### src/rtl/ysyx_23060171_exu_mc.sv
// Handshaked execute stage: ALU, jump/branch resolution and a 1-deep registered output stage.
// Define YSYX_23060171_MDU_EN to build in the iterative multiply/divide unit (RV M semantics).
module ysyx_23060171_exu_mc #(
    parameter int unsigned XLEN   = 32,
    parameter int unsigned CTRL_W = 24
) (
    input  logic              clk,
    input  logic              rst_n,
    input  logic              in_valid,
    output logic              in_ready,
    input  logic [XLEN-1:0]   in_pc,
    input  logic [XLEN-1:0]   in_rs1,
    input  logic [XLEN-1:0]   in_rs2,
    input  logic [XLEN-1:0]   in_imm,
    input  logic [4:0]        in_op,
    input  logic              in_src_a,
    input  logic              in_src_b,
    input  logic [1:0]        in_jump,
    input  logic [2:0]        in_bcond,
    input  logic [CTRL_W-1:0] in_ctrl,
    input  logic              in_flush,
    output logic              out_valid,
    input  logic              out_ready,
    output logic [XLEN-1:0]   out_result,
    output logic              out_redirect,
    output logic [XLEN-1:0]   out_target,
    output logic [XLEN-1:0]   out_rs2,
    output logic [CTRL_W-1:0] out_ctrl,
    output logic              busy
);
    localparam int unsigned SHW = $clog2(XLEN);

    typedef enum logic [1:0] {S_IDLE, S_MDU, S_HOLD} state_t;
    state_t state;

    logic            accept;
    logic            is_mdu;
    logic [XLEN-1:0] opa, opb;
    logic [SHW-1:0]  shamt;
    logic [XLEN-1:0] alu_res, single_res, target_c;
    logic            taken, redirect_c;

    assign in_ready  = !in_flush && (state != S_MDU) && (state == S_IDLE || out_ready);
    assign accept    = in_valid && in_ready;
    assign out_valid = (state == S_HOLD);
    assign busy      = (state == S_MDU);

    assign opa   = in_src_a ? in_pc : in_rs1;
    assign opb   = in_src_b ? in_imm : in_rs2;
    assign shamt = opb[SHW-1:0];

    // Single-cycle ALU; codes above PASSB produce 0
    always_comb begin
        alu_res = '0;
        case (in_op)
            5'd0:    alu_res = opa + opb;
            5'd1:    alu_res = opa - opb;
            5'd2:    alu_res = opa << shamt;
            5'd3:    alu_res = {{(XLEN-1){1'b0}}, ($signed(opa) < $signed(opb))};
            5'd4:    alu_res = {{(XLEN-1){1'b0}}, (opa < opb)};
            5'd5:    alu_res = opa ^ opb;
            5'd6:    alu_res = opa >> shamt;
            5'd7:    alu_res = XLEN'($signed(opa) >>> shamt);
            5'd8:    alu_res = opa | opb;
            5'd9:    alu_res = opa & opb;
            5'd10:   alu_res = opb;
            default: alu_res = '0;
        endcase
    end

    // Branch condition and redirect resolution
    always_comb begin
        taken = 1'b0;
        case (in_bcond)
            3'd0:    taken = (in_rs1 == in_rs2);
            3'd1:    taken = (in_rs1 != in_rs2);
            3'd4:    taken = ($signed(in_rs1) < $signed(in_rs2));
            3'd5:    taken = !($signed(in_rs1) < $signed(in_rs2));
            3'd6:    taken = (in_rs1 < in_rs2);
            3'd7:    taken = !(in_rs1 < in_rs2);
            default: taken = 1'b0;
        endcase
        redirect_c = 1'b0;
        case (in_jump)
            2'd1, 2'd2: redirect_c = !in_op[4];
            2'd3:       redirect_c = !in_op[4] && taken;
            default:    redirect_c = 1'b0;
        endcase
        target_c   = (in_jump == 2'd2) ? ((in_rs1 + in_imm) & ~XLEN'(1)) : (in_pc + in_imm);
        single_res = in_op[4] ? '0 : ((in_jump != 2'd0) ? (in_pc + XLEN'(4)) : alu_res);
    end

`ifdef YSYX_23060171_MDU_EN
    localparam int unsigned PW = 2 * XLEN;

    logic            md_div, md_hi, md_neg, md_zero;
    logic [SHW-1:0]  md_cnt;
    logic [PW-1:0]   md_acc, md_mcand;
    logic [XLEN-1:0] md_mplier, md_rem, md_quo, md_dvsr;

    logic            a_sgn, b_sgn, a_neg, b_neg;
    logic [XLEN-1:0] a_mag, b_mag;
    logic [PW-1:0]   acc_nx, prod;
    logic [XLEN:0]   r_sh, diff;
    logic [XLEN-1:0] rem_nx, quo_nx, quo_f, rem_f, mdu_res;

    // Work on magnitudes; the sign is reapplied once iteration completes
    assign is_mdu = (in_op[4:3] == 2'b10);
    assign a_sgn  = in_op[2] ? !in_op[0] : (in_op[1:0] == 2'b01 || in_op[1:0] == 2'b10);
    assign b_sgn  = in_op[2] ? !in_op[0] : (in_op[1:0] == 2'b01);
    assign a_neg  = a_sgn && opa[XLEN-1];
    assign b_neg  = b_sgn && opb[XLEN-1];
    assign a_mag  = a_neg ? -opa : opa;
    assign b_mag  = b_neg ? -opb : opb;

    // One shift-add and one restoring-divide step per cycle
    assign acc_nx  = md_acc + (md_mplier[0] ? md_mcand : PW'(0));
    assign r_sh    = {md_rem, md_quo[XLEN-1]};
    assign diff    = r_sh - {1'b0, md_dvsr};
    assign rem_nx  = diff[XLEN] ? r_sh[XLEN-1:0] : diff[XLEN-1:0];
    assign quo_nx  = {md_quo[XLEN-2:0], !diff[XLEN]};
    assign prod    = md_neg ? -acc_nx : acc_nx;
    assign quo_f   = md_zero ? '1 : (md_neg ? -quo_nx : quo_nx);
    assign rem_f   = md_neg ? -rem_nx : rem_nx;
    assign mdu_res = md_div ? (md_hi ? rem_f : quo_f)
                            : (md_hi ? prod[PW-1:XLEN] : prod[XLEN-1:0]);
`else
    assign is_mdu = 1'b0;
`endif

    always_ff @(posedge clk or negedge rst_n) begin
        if (!rst_n) begin
            state        <= S_IDLE;
            out_result   <= '0;
            out_redirect <= 1'b0;
            out_target   <= '0;
            out_rs2      <= '0;
            out_ctrl     <= '0;
`ifdef YSYX_23060171_MDU_EN
            md_div    <= 1'b0;
            md_hi     <= 1'b0;
            md_neg    <= 1'b0;
            md_zero   <= 1'b0;
            md_cnt    <= '0;
            md_acc    <= '0;
            md_mcand  <= '0;
            md_mplier <= '0;
            md_rem    <= '0;
            md_quo    <= '0;
            md_dvsr   <= '0;
`endif
        end else if (in_flush) begin
            state <= S_IDLE;
        end else if (accept) begin
            out_rs2    <= in_rs2;
            out_ctrl   <= in_ctrl;
            out_target <= target_c;
            if (is_mdu) begin
                state        <= S_MDU;
                out_redirect <= 1'b0;
`ifdef YSYX_23060171_MDU_EN
                md_div    <= in_op[2];
                md_hi     <= in_op[2] ? in_op[1] : (in_op[1:0] != 2'b00);
                md_neg    <= (in_op[2] && in_op[1]) ? a_neg : (a_neg ^ b_neg);
                md_zero   <= (opb == '0);
                md_cnt    <= '0;
                md_acc    <= '0;
                md_mcand  <= PW'(a_mag);
                md_mplier <= b_mag;
                md_rem    <= '0;
                md_quo    <= a_mag;
                md_dvsr   <= b_mag;
`endif
            end else begin
                state        <= S_HOLD;
                out_result   <= single_res;
                out_redirect <= redirect_c;
            end
        end else begin
            case (state)
                S_HOLD: if (out_ready) state <= S_IDLE;
`ifdef YSYX_23060171_MDU_EN
                S_MDU: begin
                    md_acc    <= acc_nx;
                    md_mcand  <= md_mcand << 1;
                    md_mplier <= md_mplier >> 1;
                    md_rem    <= rem_nx;
                    md_quo    <= quo_nx;
                    md_cnt    <= md_cnt + SHW'(1);
                    if (md_cnt == SHW'(XLEN - 1)) begin
                        state      <= S_HOLD;
                        out_result <= mdu_res;
                    end
                end
`endif
                default: ;
            endcase
        end
    end
endmodule
### config.mk
export PLATFORM = sky130hd
export DESIGN_NAME = ysyx_23060171_exu_mc
export DESIGN_NICKNAME = d
export VERILOG_FILES = /design/src/rtl/ysyx_23060171_exu_mc.sv
export SDC_FILE = /design/constraint.sdc
export NUM_CORES = 1
export LEC_CHECK = 0
export ABC_AREA = 1
export CAP_MARGIN = 30
export CORE_MARGIN = 5
export CORE_UTILIZATION = 39
export CTS_BUF_LIST = sky130_fd_sc_hd__clkbuf_8
export DETAILED_ROUTE_END_ITERATION = 8
export HOLD_SLACK_MARGIN = 0.02
export SYNTH_ARGS = -nofsm -noshare
export SYNTH_HDL_FRONTEND = slang
export SYNTH_SLANG_ARGS = --single-unit
### constraint.sdc
create_clock -name clk -period 3.25 [get_ports clk]
set_clock_uncertainty 0.15 [all_clocks]
set_input_delay 0.65 -clock clk [delete_from_list [all_inputs] [get_ports clk]]
set_output_delay 0.65 -clock clk [all_outputs]
set_load 0.02 [all_outputs]
==> results.cfg <==
[run_status]
status = finished, final reports clean

[cells_and_area]
drive_gt1_share_pct = 21.90
fin_util_pct = 59.16
fin_nets = 5133
area_delta_synth_final_pct = 50.61

[synth]
netlist_area_um2 = 21050
synth_compound_area_share_pct = 19.02
synth_edf_count = 0
synthSimpleGateAreaFrac_pct = 41.25
synth_top_area_share_pct = 21.43
syn-num-nets = 4106
synth_cell_type_count = 61
synth_top_family_by_area = simple AND/OR/NAND/NOR gates
ys_seq_elements = 122
synthTopCellsByArea = nand2_1 (21%), dfrtp_1 (15%), ha_1 (12%)
synth_flop_cell = dfrtp_1
ys_seq_area_share_pct = 14.50
yosysTopAreaCell = nand2_1
synthXorXnorAreaFrac_pct = 0.7072
syn_inst = 3732
synthMuxAreaShare_pct = 0
async_flop_share_pct = 100.0
synth_warnings = 0
avgSynthCellArea_um2 = 5.641
synthAdderAreaFrac_pct = 12.33

[clocking]
cts_tree = yes
clock-root-buffer = clkbuf_8
clk_pin_slew_ns = 0.09
htree_num_levels = 4
cts_made_buffers = 17
insertion_delay_ns = 0.55
cts.sinks = 122
cts_max_path_buffers = 2

[floorplanning]
initial_core_util_pct = 39.28
num_rows = 85
die_w_um = 242.3
die_h_um = 242.3
dieArea_um2 = 58730
boundaryPins = 293
coreArea_um2 = 53600

[pwr]
switching_share_pct = 47.67
combPwrFrac_pct = 64.8
p_per_area_nw_per_um2 = 312.2
clkPwrFrac_pct = 15.5
pwr-share-seq_pct = 19.7
p_leak_nw = 16.74
finalPower_w = 0.009900
irDropWorstVdd_v = 0.0003569
power.internal_w = 0.005181
p_switching_w = 0.004719

[routing]
wire_per_inst_um = 22.31
drc = 0
viasPerCell = 5.415
dr.pass1.iters = 8
ant_nets = 0
drtIter0Drc = 3020
vias = 29630
totalWireLength_um = 122100

[timing]
setup_viol = 0
setup_slack_ns = 0.08914
layout_min_cycle_time_ns = 3.161
drv_slew = 0
fin_crit_sh_pct = 97.26
worst_slew_pin_slew_ns = 0.7711
slew_headroom_pct = 48.60
hold_viol = 0
max_freq_ghz = 0.3164
holdWs_ns = 0.3382

[grt]
grt-ovfl-total = 0
grt_max_degree = 80
grt_pass1_wl_um = 175300
antenna_found_initial = 3
grt_pass1_vias = 28040
grt_usage_pct = 39.30

[placement]
place_congestion = 1.110
pre_cts_ws_ns = -0.7909
port-buffer-count = 291
post-dp-hpwl_um = 103700

[setup_path]
regToRegSetupSlack_ns = 0.96
crit_path_start_kind = primary input
arrival_ns = 3.45
endpoint_kind = flop
critical_path_class = in2reg
worstPathMaxFanout = 6
crit_required_ns = 3.54

[min_path]
hold_path.class = reg2reg

[run]
maxCapViolCount = 0
-- worst max-delay path: stages --
cell and delay [ns]:
clkdlybuf4s50_1 0.51, inv_1 0.07, o21ai_1 0.25, inv_1 0.08
ha_1 0.45, buf_4 0.19, nand2_1 0.09, buf_4 0.14
nor3_1 0.16, nand2_1 0.08, nand2_1 0.15, a21oi_1 0.09
o21ai_1 0.11, nand4_1 0.18, nor2_4 0.18, o21bai_2 0.07
-- routing by layer --
metal / share of wire (%) / up-vias / GRT usage (%)
li1: - / 14340 / -
met5: 0.028 / - / 0
met3: 9.1 / 300 / 7.502
met2: 44 / 1427 / 61.91
met4: 7.3 / 4 / 23.62
met1: 40 / 13560 / 49.96
-- placed cells by master, fill, tap and decap left out, drive strengths merged, types with 21 or more instances in the layout --
| master | Yosys | routed |
|---|---|---|
| inv | 483 | 489 |
| o211ai | 22 | 22 |
| nand4 | 51 | 51 |
| a21oi | 232 | 232 |
| nor3 | 50 | 50 |
| ha | 201 | 201 |
| o21ai | 315 | 315 |
| nor4 | 24 | 24 |
| o21a | 23 | 23 |
| clkdlybuf4s50 | 0 | 287 |
| nand3 | 428 | 428 |
| buf | 81 | 857 |
| o22ai | 21 | 21 |
| dfrtp | 122 | 122 |
| nand2 | 1205 | 1205 |
| nor2 | 283 | 283 |
-- through the flow --
step | instance area (um^2) | setup TNS, ns | std cells
final | 31710 | 0 | 5471
after global routing | 31700 | -0.01363 | 5468
after CTS | 31240 | 0 | 5464
after detailed placement | 30800 | -20.37 | 5431
after global placement | 30800 | -19.79 | 5431
after floorplan | 21050 | 0 | 3732
-- logic make-up (layout without fill, tap and decap cells) --
kind of cell	Yosys count	in the layout
and+or+nand+nor	2064	2064
buffers and inverters	625	1665
AOI/OAI and AO/OA	698	698
DFF	122	122
xor gates and xnor gates	17	17
other	1	4
adders and majority gates	205	205
-- registers in the layout, indices dropped and copies added, names as in the netlist --
name	cells
out_rs2	32
out_redirect	1
out_ctrl	24
state	1
out_target	32
out_result	32
-- worst paths after layout --
check,cells past startpoint,end,start
worst min register to register,2,out_ctrl[14]$_DFFE_PN0P_,out_ctrl[14]$_DFFE_PN0P_
max in group asynchronous,3,out_ctrl[1]$_DFFE_PN0P_,rst_n
min in group asynchronous,2,out_target[16]$_DFFE_PN0P_,rst_n
worst max-delay path,16,out_result[16]$_DFFE_PN0P_,in_rs1[8]
worst max register to register,11,out_result[22]$_DFFE_PN0P_,state[1]$_DFFE_PN0P_
worst min-delay path,2,out_ctrl[14]$_DFFE_PN0P_,out_ctrl[14]$_DFFE_PN0P_
-- cell usage after synthesis, types with 4 or more instances --
| cell | instances |
|---|---|
| o21ai_0 | 245 |
| a21oi_1 | 231 |
| nor2_1 | 274 |
| nand2_1 | 1202 |
| ha_1 | 201 |
| nor2_2 | 6 |
| o21ai_2 | 22 |
| o21bai_1 | 12 |
| clkbuf_1 | 57 |
| nand3_1 | 427 |
| dfrtp_1 | 122 |
| or2_2 | 10 |
| inv_1 | 473 |
| buf_6 | 14 |
| a221oi_1 | 10 |
| o211ai_1 | 22 |
| buf_2 | 53 |
| o21ai_1 | 47 |
| a21boi_0 | 7 |
| fa_1 | 4 |
| a32o_1 | 4 |
| xnor2_1 | 6 |
| a22oi_1 | 5 |
| nand4_1 | 51 |
| o21a_1 | 23 |
| nor4_1 | 23 |
| o2111ai_1 | 5 |
| a31oi_1 | 6 |
| inv_2 | 10 |
| nor3_1 | 48 |
| buf_4 | 12 |
| o22ai_1 | 21 |
| nand3b_1 | 9 |
| a21o_1 | 18 |
| xor2_1 | 11 |
-- power by group through the flow --
stage / registers, W / logic (W) / clock network [W]
after floorplan: 0.00220 / 0.00257 / 0
after global placement: 0.00196 / 0.00613 / 0
after global routing: 0.00197 / 0.00686 / 0.00162
final: 0.00195 / 0.00642 / 0.00154
after detailed placement: 0.00196 / 0.00613 / 0
after CTS: 0.00194 / 0.00617 / 0.00158
-- layout make-up --
| class | count | area (um^2) |
|---|---|---|
| multi-input cells | 2985 | 15870 |
| flip-flops and latches | 122 | 3053 |
| repair buffers | 1148 | 9683 |
| well taps | 696 | 870.8 |
| fillers | 5480 | 21890 |
| inverters | 485 | 1821 |
| clock buffers | 17 | 234.0 |
| diodes | 3 | 7.507 |
| clock inverters | 15 | 166.4 |
-- repair_timing --
action	in CTS	in global routing
hold buffers	1	0
endpoints found under the setup margin	6	26
pin swaps	0	3
resized for setup	15	113
setup buffers	0	2
gates cloned	0	2
endpoints found under the hold margin	44	0
No activity file was read; power rests on OpenSTA's default activity.
